`config.mk`:
```
export PLATFORM = sky130hd
export DESIGN_NAME = fa_accum_fifo_flat
export DESIGN_NICKNAME = d
export VERILOG_FILES = /design/src/rtl/fa_pkg.sv /design/src/rtl/fa_accum_fifo_if.sv /design/src/rtl/fa_sync_fifo.sv /design/src/rtl/fa_accum_fifo.sv /design/src/flat_wrapper.sv
export SDC_FILE = /design/constraint.sdc
export NUM_CORES = 1
export LEC_CHECK = 0
export CAP_MARGIN = 10
export CORE_ASPECT_RATIO = 1.1
export CORE_MARGIN = 1
export CORE_UTILIZATION = 25
export CTS_BUF_LIST = sky130_fd_sc_hd__clkbuf_16
export DETAILED_ROUTE_END_ITERATION = 7
export DONT_BUFFER_PORTS = 1
export GPL_TIMING_DRIVEN = 0
export SYNTH_ARGS = -nofsm -noshare
export SYNTH_HDL_FRONTEND = slang
export SYNTH_HIERARCHICAL = 1
export SYNTH_SLANG_ARGS = --single-unit
```
`constraint.sdc`:
```
create_clock -name clk -period 5 [get_ports clk]
set_input_delay 1.5 -clock clk [delete_from_list [all_inputs] [get_ports clk]]
set_output_delay 1.5 -clock clk [all_outputs]
set_load 0.01 [all_outputs]
```
`src/rtl/fa_pkg.sv`:
```
// fa_pkg: shared definitions for the fa_accum_fifo arithmetic stage.
//   fa_mode_t - 2-bit operation select carried on in_mode.
//   MODE_*    - encodings for ADD, DBL, ACC and CLR.
package fa_pkg;

  typedef logic [1:0] fa_mode_t;

  localparam fa_mode_t MODE_ADD = 2'b00;
  localparam fa_mode_t MODE_DBL = 2'b01;
  localparam fa_mode_t MODE_ACC = 2'b10;
  localparam fa_mode_t MODE_CLR = 2'b11;

endpackage

```
`src/rtl/fa_accum_fifo_if.sv`:
```
// fa_accum_fifo_if: operand and result handshakes of the arithmetic stage.
//   in_valid/in_ready/in_mode/in_a/in_b  - operand channel (producer -> block)
//   out_valid/out_ready/out_data/out_carry - result channel (block -> consumer)
//   level, ovf_sticky                      - status from the block
//   modport master: the producer/consumer side; modport slave: the block.
//
// Handshake rule for both channels: a transfer happens on a rising clk edge
// exactly when valid and ready are both high. Once valid is raised the
// sender holds valid and its payload stable until that transfer occurs.
interface fa_accum_fifo_if
  import fa_pkg::*;
#(
  parameter int WIDTH = 8,
  parameter int DEPTH = 4
);
  localparam int LW = $clog2(DEPTH) + 1;

  logic             in_valid;
  logic             in_ready;
  fa_mode_t         in_mode;
  logic [WIDTH-1:0] in_a;
  logic [WIDTH-1:0] in_b;
  logic             out_valid;
  logic             out_ready;
  logic [WIDTH-1:0] out_data;
  logic             out_carry;
  logic [LW-1:0]    level;
  logic             ovf_sticky;

  modport master (
    output in_valid, in_mode, in_a, in_b, out_ready,
    input  in_ready, out_valid, out_data, out_carry, level, ovf_sticky
  );

  modport slave (
    input  in_valid, in_mode, in_a, in_b, out_ready,
    output in_ready, out_valid, out_data, out_carry, level, ovf_sticky
  );

endinterface

```
`src/rtl/fa_sync_fifo.sv`:
```
// fa_sync_fifo: generic single-clock FIFO with occupancy count.
//   clk, rst_n      - clock, asynchronous active-low reset
//   push_i, wdata_i - write request and data
//   pop_i           - remove head entry
//   rdata_o         - head entry, zero while empty
//   full_o, empty_o - occupancy flags
//   level_o         - number of stored entries, 0..DEPTH
// A push while full is only honoured together with a pop (push-through).
module fa_sync_fifo #(
  parameter int W     = 9,
  parameter int DEPTH = 4
) (
  input  logic                   clk,
  input  logic                   rst_n,
  input  logic                   push_i,
  input  logic                   pop_i,
  input  logic [W-1:0]           wdata_i,
  output logic [W-1:0]           rdata_o,
  output logic                   full_o,
  output logic                   empty_o,
  output logic [$clog2(DEPTH):0] level_o
);
  localparam int PW = $clog2(DEPTH);
  localparam logic [PW:0] DEPTH_L = (PW+1)'(DEPTH);

  logic [W-1:0]  mem_q [DEPTH];
  logic [PW-1:0] wr_ptr_q, wr_ptr_d;
  logic [PW-1:0] rd_ptr_q, rd_ptr_d;
  logic [PW:0]   level_q, level_d;
  logic          push_en, pop_en;

  assign empty_o = (level_q == '0);
  assign full_o  = (level_q == DEPTH_L);
  assign pop_en  = pop_i & ~empty_o;
  assign push_en = push_i & (~full_o | pop_en);
  assign rdata_o = empty_o ? '0 : mem_q[rd_ptr_q];
  assign level_o = level_q;

  // Pointers wrap naturally because DEPTH is a power of two.
  always_comb begin
    wr_ptr_d = wr_ptr_q;
    rd_ptr_d = rd_ptr_q;
    level_d  = level_q;
    if (push_en) wr_ptr_d = wr_ptr_q + 1'b1;
    if (pop_en)  rd_ptr_d = rd_ptr_q + 1'b1;
    case ({push_en, pop_en})
      2'b10:   level_d = level_q + 1'b1;
      2'b01:   level_d = level_q - 1'b1;
      default: level_d = level_q;
    endcase
  end

  always_ff @(posedge clk or negedge rst_n) begin
    if (!rst_n) begin
      wr_ptr_q <= '0;
      rd_ptr_q <= '0;
      level_q  <= '0;
    end else begin
      wr_ptr_q <= wr_ptr_d;
      rd_ptr_q <= rd_ptr_d;
      level_q  <= level_d;
    end
  end

  // Storage needs no reset: stale words are never visible through rdata_o.
  always_ff @(posedge clk) begin
    if (push_en) mem_q[wr_ptr_q] <= wdata_i;
  end

endmodule

```
`src/rtl/fa_accum_fifo.sv`:
```
// fa_accum_fifo: arithmetic stage with accumulator and buffered results.
//   clk, rst_n - clock, asynchronous active-low reset
//   bus        - fa_accum_fifo_if.slave: operand channel (mode/a/b), result
//                channel (data/carry), FIFO level and sticky overflow flag.
// Each accepted operand pair produces exactly one result entry; results are
// written into the FIFO on the accept edge, so no input reaches the output
// in the same cycle.
module fa_accum_fifo
  import fa_pkg::*;
#(
  parameter int WIDTH = 8,
  parameter int DEPTH = 4,
  parameter int SAT   = 0
) (
  input  logic        clk,
  input  logic        rst_n,
  fa_accum_fifo_if.slave bus
);
  logic [WIDTH-1:0] acc_q, acc_d;
  logic             sticky_q, sticky_d;
  logic [WIDTH-1:0] op_a, op_b;
  logic [WIDTH:0]   sum;
  logic             carry;
  logic [WIDTH-1:0] res;
  logic             accept, pop;
  logic             fifo_full, fifo_empty;
  logic [WIDTH:0]   head;

  // Operand routing: CLR feeds zeros so its sum and carry are both zero.
  always_comb begin
    op_a = '0;
    op_b = '0;
    case (bus.in_mode)
      MODE_ADD: begin op_a = bus.in_a; op_b = bus.in_b; end
      MODE_DBL: begin op_a = bus.in_a; op_b = bus.in_a; end
      MODE_ACC: begin op_a = acc_q;    op_b = bus.in_a; end
      MODE_CLR: begin op_a = '0;       op_b = '0;       end
    endcase
    sum   = {1'b0, op_a} + {1'b0, op_b};
    carry = sum[WIDTH];
    res   = (SAT != 0 && carry) ? '1 : sum[WIDTH-1:0];
  end

  // Full FIFO still accepts when the consumer drains the head this cycle.
  assign bus.in_ready = ~fifo_full | bus.out_ready;
  assign accept       = bus.in_valid & bus.in_ready;
  assign pop          = ~fifo_empty & bus.out_ready;

  always_comb begin
    acc_d    = acc_q;
    sticky_d = sticky_q;
    if (accept) begin
      if (carry) sticky_d = 1'b1;
      case (bus.in_mode)
        MODE_ACC: acc_d = res;
        MODE_CLR: begin
          acc_d    = '0;
          sticky_d = 1'b0;
        end
        default: acc_d = acc_q;
      endcase
    end
  end

  always_ff @(posedge clk or negedge rst_n) begin
    if (!rst_n) begin
      acc_q    <= '0;
      sticky_q <= 1'b0;
    end else begin
      acc_q    <= acc_d;
      sticky_q <= sticky_d;
    end
  end

  fa_sync_fifo #(
    .W     (WIDTH + 1),
    .DEPTH (DEPTH)
  ) u_fifo (
    .clk     (clk),
    .rst_n   (rst_n),
    .push_i  (accept),
    .pop_i   (pop),
    .wdata_i ({carry, res}),
    .rdata_o (head),
    .full_o  (fifo_full),
    .empty_o (fifo_empty),
    .level_o (bus.level)
  );

  assign bus.out_valid  = ~fifo_empty;
  assign bus.out_data   = head[WIDTH-1:0];
  assign bus.out_carry  = head[WIDTH];
  assign bus.ovf_sticky = sticky_q;

endmodule
```
`src/flat_wrapper.sv`:
```
// flat-port wrapper written by rule: the top's interface ports become plain ports
module fa_accum_fifo_flat import fa_pkg::*;
#(
  parameter int WIDTH = 8,
  parameter int DEPTH = 4,
  parameter int SAT   = 0
)
  (clk, rst_n, bus_in_valid, bus_in_mode, bus_in_a, bus_in_b, bus_out_ready, bus_in_ready, bus_out_valid, bus_out_data, bus_out_carry, bus_level, bus_ovf_sticky);
  fa_accum_fifo_if #(.WIDTH(WIDTH), .DEPTH(DEPTH)) bus_i ();
  input  logic clk;
  input  logic rst_n;
  input wire logic [$bits(bus_i.in_valid)-1:0] bus_in_valid;
  input wire logic [$bits(bus_i.in_mode)-1:0] bus_in_mode;
  input wire logic [$bits(bus_i.in_a)-1:0] bus_in_a;
  input wire logic [$bits(bus_i.in_b)-1:0] bus_in_b;
  input wire logic [$bits(bus_i.out_ready)-1:0] bus_out_ready;
  output wire logic [$bits(bus_i.in_ready)-1:0] bus_in_ready;
  output wire logic [$bits(bus_i.out_valid)-1:0] bus_out_valid;
  output wire logic [$bits(bus_i.out_data)-1:0] bus_out_data;
  output wire logic [$bits(bus_i.out_carry)-1:0] bus_out_carry;
  output wire logic [$bits(bus_i.level)-1:0] bus_level;
  output wire logic [$bits(bus_i.ovf_sticky)-1:0] bus_ovf_sticky;
  assign bus_i.in_valid = bus_in_valid;
  assign bus_i.in_mode = bus_in_mode;
  assign bus_i.in_a = bus_in_a;
  assign bus_i.in_b = bus_in_b;
  assign bus_i.out_ready = bus_out_ready;
  assign bus_in_ready = bus_i.in_ready;
  assign bus_out_valid = bus_i.out_valid;
  assign bus_out_data = bus_i.out_data;
  assign bus_out_carry = bus_i.out_carry;
  assign bus_level = bus_i.level;
  assign bus_ovf_sticky = bus_i.ovf_sticky;
  fa_accum_fifo #(.WIDTH(WIDTH), .DEPTH(DEPTH), .SAT(SAT)) u_core (.clk(clk), .rst_n(rst_n), .bus(bus_i));
endmodule
```
# Yosys cells after proc, flatten, opt, wreduce, memory -nomap -nowiden

Memory sizes are Yosys's and may differ from the RTL's.
Cells that the tools add are included.

Input bits: 22
Bits in registers: 16
Memories: 1
Memory bits (writable): 36
Logic and storage cells: 43
Output and inout port bits: 15

Reduce and logical (&&, ||, !) cells: 9
$add $sub $neg: 5
Equal/unequal tests: 6
Bitwise logic cells: 8
Multiplexer cells: 9

Memory list:

| memory              | depth | bits a word | rd ports | clocked after memory_dff | wr ports | line               | text |
|---|---|---|---|---|---|---|---|
| u_core.u_fifo.mem_q | 4     | 9           | 1        | 0                        | 1        | fa_sync_fifo.sv:26 | `logic [W-1:0] mem_q [DEPTH];` |

Operators with widths:

| kind                | number |
|---|---|
| $pmux 8 s3          | 2 |
| $pmux 8 s2          | 1 |
| $add 8x8->9         | 1 |
| $mux 9              | 1 |
| $eq 2x2->1 const B  | 3 |
| $pmux 3 s2          | 1 |
| $reduce_bool 2->1   | 3 |
| $add 2x1->2 const B | 2 |
| $and 1x1->1         | 4 |
| $eq 2x1->1 const B  | 2 |
| $mux 1              | 4 |
| $reduce_and 2->1    | 2 |
| $reduce_or 2->1     | 2 |
| $add 3x1->3 const B | 1 |
| $eq 3x3->1 const B  | 1 |
| $logic_not 3->1     | 1 |
| $sub 3x1->3 const B | 1 |
| $logic_not 2->1     | 1 |
| $not 1->1           | 2 |
| $or 1x1->1          | 2 |

# Depth between registers and ports, before layout

Gate-level depths: netlist of run 1.

Depth in word-level cells: 8
Mapped depth: 13

# Modules after synthesis

The synthesis of run 1 kept the hierarchy.

By module, submodules not included:

| module        | area each (um2) | cells an instance | seq. area each (um2) | times used |
|---|---|---|---|---|
| fa_sync_fifo  | 1880.6          | 111               | 1256.2               | 1 |
| fa_accum_fifo | 889.6           | 97                | 225.2                | 1 |

# Worst setup path after synthesis of run 1

OpenSTA, ideal clock, no wires.

Path kind: input port to flip-flop
Start point: in bus_in_mode[0]
End point: mem u_core.u_fifo.mem_q[0][8], data pin
Arrival: 3758 ps
Stages on the path: 13
Data required time: 4727 ps
Setup slack: 968 ps
Buffers on the path: 2
Cells stage by stage: inv_1 ha_1 clkbuf_1 nor2b_1 clkbuf_1 a22o_1 ha_1 fa_1 a21o_1 a221oi_4 nor2b_1 o21ai_0 nand2b_1

Longest elaborated chain between the ends: 4
Elaborated cells between the ends (all ways): 9
Classes of those cells: add/sub (1); eq/ne (3); mux (2); reduce/logical (3)

RTL lines:

| item                               | line                | text |
|---|---|---|
| start: declaration                 | flat_wrapper.sv:13  | `input wire logic [$bits(bus_i.in_mode)-1:0] bus_in_mode;` |
| $eq 2x1->1 (tied with other cells) | fa_accum_fifo.sv:33 | `case (bus.in_mode)` |
| $reduce_or 2->1 (no source line)   | n/a                 |  |
| $pmux 8 s3                         | fa_accum_fifo.sv:33 |  |
| $add 8x8->9 (*)                    | fa_accum_fifo.sv:39 | `sum = {1'b0, op_a} + {1'b0, op_b};` |
| named net u_core.sum[8]            | fa_accum_fifo.sv:22 | `logic [WIDTH:0] sum;` |
| end: declaration                   | fa_sync_fifo.sv:26  |  |

The timed path passes the listed nets; every way through them passes the cells marked *.

# Worst setup path in the final report of run 1

Same ends and word-level chain as after synthesis.

==> results_dict.tcl, run 1 <==
set metrics [dict create \
    outcome "finished, final reports clean" \
    hold_buffers 0 \
    cts_buffers 5 \
    grt_pass1_wl_um 8790 \
    gp_congestion 0.803 \
    syn_inst 208 \
    drt-total-wl_um 5420 \
    fin_crit_ns 4.24 \
    start_util_pct 26.2 \
    wl_per_cell_um 15.1 \
    clk_pin_slew_ns 0.06 \
    synth_largest_area_cell "edfxtp_1" \
    setup_tns_ns 0 \
    dieArea_um2 11500 \
    synth_edf_count 36 \
    max_freq_mhz 236 \
    die_w_um 102 \
    drtPass1Iterations 4 \
    grt_pass1_vias 1714 \
    worst_slew_pin_slew_ns 0.629 \
    nets 254 \
    cell_internal_pwr_uw 1170 \
    min_path_type "register to register" \
    period_share_pct 84.8 \
    max-slew-margin-rel_pct 58.0 \
    synthFlopType "edfxtp_1" \
    leakage_uw 0.00123 \
    combPwrFrac_pct 36.5 \
    post_cts_resized 0 \
    gr-total-overflow 0 \
    grt_setup_unrepaired "no" \
    power_frac_clock_pct 23.2 \
    synth_top_cells_by_area "edfxtp_1 39%, dfrtp_1 14%, mux4_2 7.3%" \
    p_seq_share_pct 40.3 \
    cts_tree "yes" \
    finalPower_uw 1730 \
    p_sw_uw 563 \
    drv_cap 0 \
    vias_per_cell 4.62 \
    grt_max_degree 17 \
    endpoint_kind "register" \
    dpl.hpwl_um 4070 \
    route.detailed.drc 0 \
    worstPathMaxFanout 10 \
    clkLatencyLatePin_ns 0.29 \
    antenna_left 0 \
    crit_type "primary input to register" \
    rows 39 \
    netlist-cell-type-count 38 \
    swShare_pct 32.5 \
    ys_warn_count 6 \
    root_buffer "clkbuf_16" \
    synth.top_cell.area_share_pct 39.0 \
    ioPinCount 37 \
    num_vias 1660 \
    hold_viol 0 \
    antenna_found_initial 0 \
    ys_seq_elements 52 \
    clock_skew_ns 0.00521 \
    cts_max_path_buffers 2 \
    avgSynthCellArea_um2 13.3 \
    antenna_cells 0 \
    track_usage_pct 10.2 \
    first_iter_violations 81 \
    htree_levels 2 \
    critPathRequiredTime_ns 5.01 \
    post_cts_buffers 0 \
    drive_above_1_share_pct 14.4 \
    ir_worst_vdd_mv 0.153 \
    syn_nets 247 \
    async_flop_share_pct 30.8 \
    cts_sinks 52 \
    core-area_um2 10600 \
    mappedNetlistArea_um2 2770 \
    critPathLaunchType "primary input" \
    die_h_um 112 \
    area_growth_pct 13.1 \
    io_buffers 0 \
    final_common_cell "edfxtp_1" \
    cp.arrival_ns 4.25 \
    power.density_nw_per_um2 552 \
    maxSlewViolCount 0 \
    setup_viol 0 \
    synth-seq-area-share_pct 53.5 \
    layout_common_cells "36 x edfxtp_1, 20 x a22o_1, 16 x dfrtp_1" \
]
[cells in the mapped netlist (all sizes together) (2+ instances only)]
cell / count
edfxtp: 36
a22o: 20
dfrtp: 16
ha: 15
and2: 14
inv: 11
o21ai: 10
mux4: 9
nand2: 9
nand2b: 7
nor2: 6
nor2b: 6
xnor2: 6
clkbuf: 5
nand3: 5
a21oi: 4
buf: 4
xor2: 4
a21o: 3
and3: 2
fa: 2
o211ai: 2
[area by class of cell]
cell class	instances	area, µm²
plain buffers	9	45.0
well taps	143	179
inverters	11	41.3
flip-flops and latches	52	1480
fillers	1068	7460
clock buffers	6	150
clock inverters	2	33.8
multi-input cells	136	1200
[kinds of logic (layout without fill, tap and decap cells)]
kind of cell    Yosys count  after routing  synth area share [%]
buf+inv                  20             28                  3.12
simple gates             52             52                  10.6
fa+ha+maj                17             17                  8.22
compound gates           47             47                  13.6
mux                      10             10                  7.86
xor+xnor                 10             10                  3.16
flops                    52             52                  53.5
[worst paths after layout]
check                                                          start                                    to  slack [ns]  cells past startpoint
worst min register to register           u_core/acc_q[0]$_DFFE_PN0P_           u_core/acc_q[0]$_DFFE_PN0P_        0.50                      2
worst max register to register  u_core/u_fifo/level_o[2]$_DFFE_PN0P_  u_core/u_fifo/level_o[1]$_DFFE_PN0P_        2.06                     11
min in group asynchronous                                      rst_n           u_core/acc_q[2]$_DFFE_PN0P_        0.90                      0
max in group asynchronous                                      rst_n  u_core/u_fifo/level_o[1]$_DFFE_PN0P_        4.02                      0
worst max-delay path                                  bus_in_mode[0]   u_core/u_fifo/mem_q[0][8]$_DFFE_PP_        0.76                     12
worst min-delay path                     u_core/acc_q[0]$_DFFE_PN0P_           u_core/acc_q[0]$_DFFE_PN0P_        0.50                      2
[per-stage QoR]
stage	worst slack [ns]	hold slack [ns]	instances	utilization, %	instance area (µm²)
after floorplan	0.968	0.451	208	-	2770
after global placement	0.513	0.475	351	27.9	2950
after detailed placement	0.452	0.490	351	27.9	2950
after CTS	0.750	0.506	359	29.6	3130
after global routing	0.463	0.544	359	29.6	3130
final	0.760	0.500	359	29.6	3130
[registers in the layout (all words and copies together), names as in the netlist]
name	cells
u_core/acc_q	8
u_core/bus.ovf_sticky	1
u_core/u_fifo/level_o	3
u_core/u_fifo/mem_q	36
u_core/u_fifo/rd_ptr_q	2
u_core/u_fifo/wr_ptr_q	2
[power by group through the flow]
| stage | clock network [µW] | registers (µW) | logic [µW] |
|---|---|---|---|
| 2_1_floorplan | 0 | 677 | 516 |
| 3_3_place_gp | 0 | 702 | 622 |
| 3_5_place_dp | 0 | 704 | 650 |
| 4_1_cts | 409 | 699 | 651 |
| 5_1_grt | 422 | 713 | 705 |
| 6_report | 401 | 697 | 632 |
[critical path: stages]
cell      delay [ns]
inv_1           0.06
ha_1            0.14
clkbuf_1        0.37
nor2_1          0.26
a22o_1          0.26
ha_1            0.23
fa_1            0.41
a21o_1          0.23
a221oi_4        0.29
nor2b_1         0.07
o21ai_0         0.26
nand2b_1        0.17
[per-layer routing]
layer | routed length, µm | global-route usage (%) | vias to the layer above
met1 | 2380 | 12.8 | 824
li1 | - | - | 785
met4 | 96 | 4.38 | 0
met2 | 2710 | 17.0 | 46
met3 | 231 | 1.68 | 5
met5 | 0 | 0 | -
Power figures use the tool's default switching activity.
==> run 2: changes to the inputs <==
--- a/config.mk
+++ b/config.mk
@@ -5,6 +5,7 @@
 export SDC_FILE = /design/constraint.sdc
 export NUM_CORES = 1
 export LEC_CHECK = 0
+export ABC_AREA = 1
 export CAP_MARGIN = 10
 export CORE_ASPECT_RATIO = 1.1
 export CORE_MARGIN = 1
==> constraint.sdc (replaced) <==
create_clock -name clk -period 3.9 [get_ports clk]
set_input_delay 1.17 -clock clk [delete_from_list [all_inputs] [get_ports clk]]
set_output_delay 1.17 -clock clk [all_outputs]
set_load 0.01 [all_outputs]
==> run 2 against run 1 <==
Hold slack improved by 0.0044 ns. Flip-flop and latch count stayed put. Sequential share of layout area fell by 1.6 points. Non-clock buffer count down 4. Die area rose by 5.0%. Combinational power rose by 34%. First-iteration DRC count decreased by 1.2%. Total power grew 24%. Clock skew hardly changed. Via count increased by 23%. Critical endpoint is now u_core/u_fifo/mem_q[1][6]$_DFFE_PP_. Largest cell class unchanged.
==> results_dict.tcl, run 2 <==
set metrics [dict create \
    cts_tree "yes" \
    period_share_pct 81.6 \
    clock_skew_ns 0.00509 \
    gp_congestion 0.781 \
    power.density_nw_per_um2 659 \
    root_buffer "clkbuf_16" \
    worstHoldStart "u_core/acc_q[7]$_DFFE_PN0P_" \
    syn_nets 363 \
    rr_startpoint "u_core/u_fifo/level_o[2]$_DFFE_PN0P_" \
    r2r-end "u_core/u_fifo/mem_q[0][2]$_DFFE_PP_" \
    synth_largest_area_cell "edfxtp_1" \
    fillCellCount 1196 \
    grt_pass1_vias 2052 \
    ioPinCount 37 \
    ys_warn_count 6 \
    post_cts_resized 0 \
    worst_slew_pin_slew_ns 0.889 \
    synth.top_cell.area_share_pct 37.1 \
    setup_ws_ns 0.718 \
    drv_cap 0 \
    synth_edf_count 36 \
    hold_viol 0 \
    synth_top_cells_by_area "edfxtp_1 37%, dfrtp_1 14%, nand2_1 7.1%" \
    area_growth_pct 11.4 \
    cts_buffers 5 \
    dpl.hpwl_um 4500 \
    die_h_um 115 \
    async_flop_share_pct 30.8 \
    worstPathCellList "inv_1, ha_1, nor2_4, inv_1, o22ai_1, ha_1, fa_1, nand2_1, nand2_1, nand3b_1, nand3_1, and2_1" \
    setup_tns_ns 0 \
    antenna_left 0 \
    drt-total-wl_um 5830 \
    nets 370 \
    max_freq_mhz 314 \
    largest-register "u_core/u_fifo/mem_q" \
    post_cts_buffers 0 \
    min_path_type "register to register" \
    endpoint_kind "register" \
    start_util_pct 26.2 \
    cts_sinks 52 \
    synthFlopType "edfxtp_1" \
    worstPathMaxFanout 8 \
    slowest_stage "fa_1" \
    wl_per_cell_um 12.2 \
    antenna_cells 0 \
    outcome "finished, final reports clean" \
    whs_path_depth 2 \
    synth-seq-area-share_pct 50.9 \
    ir_worst_vdd_mv 0.204 \
    synth_most_common_cell "nand2_1" \
    maxSlewViolCount 0 \
    vias_per_cell 4.26 \
    fin_crit_ns 3.18 \
    worstRegToRegCells 6 \
    clk_pin_slew_ns 0.07 \
    ys_seq_elements 52 \
    antenna_found_initial 0 \
    dieArea_um2 12100 \
    cts_max_path_buffers 2 \
    num_vias 2041 \
    leakage_uw 0.00141 \
    layout_common_cells "55 x nand2_1, 50 x nor2_1, 49 x inv_1" \
    first_iter_violations 80 \
    route.detailed.drc 0 \
    gr-total-overflow 0 \
    hold_buffers 0 \
    io_buffers 0 \
    grt_pass1_wl_um 9830 \
    grt_setup_unrepaired "no" \
    setup_viol 0 \
    largest_reg_flops 36 \
    grt_max_degree 18 \
    syn_inst 324 \
    core-area_um2 11100 \
    drive_above_1_share_pct 9.94 \
    holdWs_ns 0.505 \
    mappedNetlistArea_um2 2910 \
    critPathRequiredTime_ns 3.93 \
    netlist-cell-type-count 35 \
    synth_common_cells "55 x nand2_1, 50 x nor2_1, 49 x inv_1" \
    track_usage_pct 10.3 \
    cp.arrival_ns 3.21 \
    hold_end "u_core/acc_q[7]$_DFFE_PN0P_" \
    avgSynthCellArea_um2 8.98 \
    max-slew-margin-rel_pct 40.5 \
    cpPeakStageDelay_ns 0.40 \
    final_common_cell "nand2_1" \
    htree_levels 2 \
    place_ws_ns 0.389 \
    crit_type "primary input to register" \
    reg2reg_setup_slack_ns 1.20 \
    rows 40 \
    clkLatencyLatePin_ns 0.29 \
    critPathLaunchType "primary input" \
    die_w_um 105 \
    drtPass1Iterations 4 \
]
-- run 2: cell count changes after synthesis, moves of 10 or more --
cell     change
nand2_1     +46
nor2_1      +44
inv_1       +38
a22o_1      -20
o21ai_0     +15
a21oi_1     +10
-- run 2: power breakdown --
part	total [µW]	leakage, µW	internal, µW	switching (µW)
Clock	429	0.0000742	240	189
Sequential	863	0.000525	784	78.4
Combinational	846	0.000809	270	576
-- run 2: area by class of cell --
| class | count | area (µm²) | area share, % |
|---|---|---|---|
| Buffer | 5 | 31.3 | 0.965 |
| Clock buffer | 5 | 125 | 3.86 |
| Clock inverter | 3 | 22.5 | 0.695 |
| Inverter | 54 | 208 | 6.41 |
| Multi-Input combinational cell | 213 | 1190 | 36.7 |
| Sequential cell | 52 | 1480 | 45.7 |
| Tap cell | 147 | 184 | 5.67 |
-- run 2: kinds of logic after synthesis --
| family | Yosys count | synth area share [%] |
|---|---|---|
| simple gates | 137 | 21.5 |
| xor+xnor | 4 | 1.20 |
| flops | 52 | 50.9 |
| buf+inv | 59 | 8.21 |
| compound gates | 55 | 10.4 |
| fa+ha+maj | 17 | 7.82 |
-- run 2: per-stage QoR --
| step | instance area (µm²) | utilization [%] | std cells | power, µW |
|---|---|---|---|---|
| 2_1_floorplan | 2910 | - | 324 | 1510 |
| 3_3_place_gp | 3090 | 27.8 | 471 | 1700 |
| 6_report | 3240 | 29.2 | 479 | 2140 |
| 5_1_grt | 3240 | 29.2 | 479 | 2310 |
| 4_1_cts | 3240 | 29.2 | 479 | 2160 |
| 3_5_place_dp | 3090 | 27.8 | 471 | 1730 |
-- run 2: metal layers --
metal  share of wire, %  track usage, %  wire length, µm  vias to the layer above
met2                 50            19.2             2930                       48
met3                3.0            1.30              177                        9
met5                  0               0                0                        -
met1                 45            12.2             2630                      927
li1                   -               -                -                     1057
met4                1.6            3.85               95                        0
-- run 2: how the worst max path moves through the flow --
stage,cells after the start,startpoint,end,slack (ns)
4_1_cts,12,bus_in_mode[0],u_core/u_fifo/mem_q[0][6]$_DFFE_PP_,0.69
2_1_floorplan,12,bus_in_mode[0],u_core/u_fifo/mem_q[0][6]$_DFFE_PP_,0.76
6_report,12,bus_in_mode[0],u_core/u_fifo/mem_q[1][6]$_DFFE_PP_,0.72
3_5_place_dp,12,bus_in_mode[0],u_core/u_fifo/mem_q[1][6]$_DFFE_PP_,0.39
5_1_grt,12,bus_in_mode[0],u_core/u_fifo/mem_q[1][6]$_DFFE_PP_,0.52
3_3_place_gp,12,bus_in_mode[0],u_core/u_fifo/mem_q[0][6]$_DFFE_PP_,0.41
-- run 2: worst max-delay path: cells and delay by family --
kind	cells	cell delay [ns]
AO/OA/AOI/OAI	1	0.11
adder cells (fa/ha/maj)	3	0.97
buffers and inverters	2	0.28
AND/OR/NAND/NOR	6	0.69
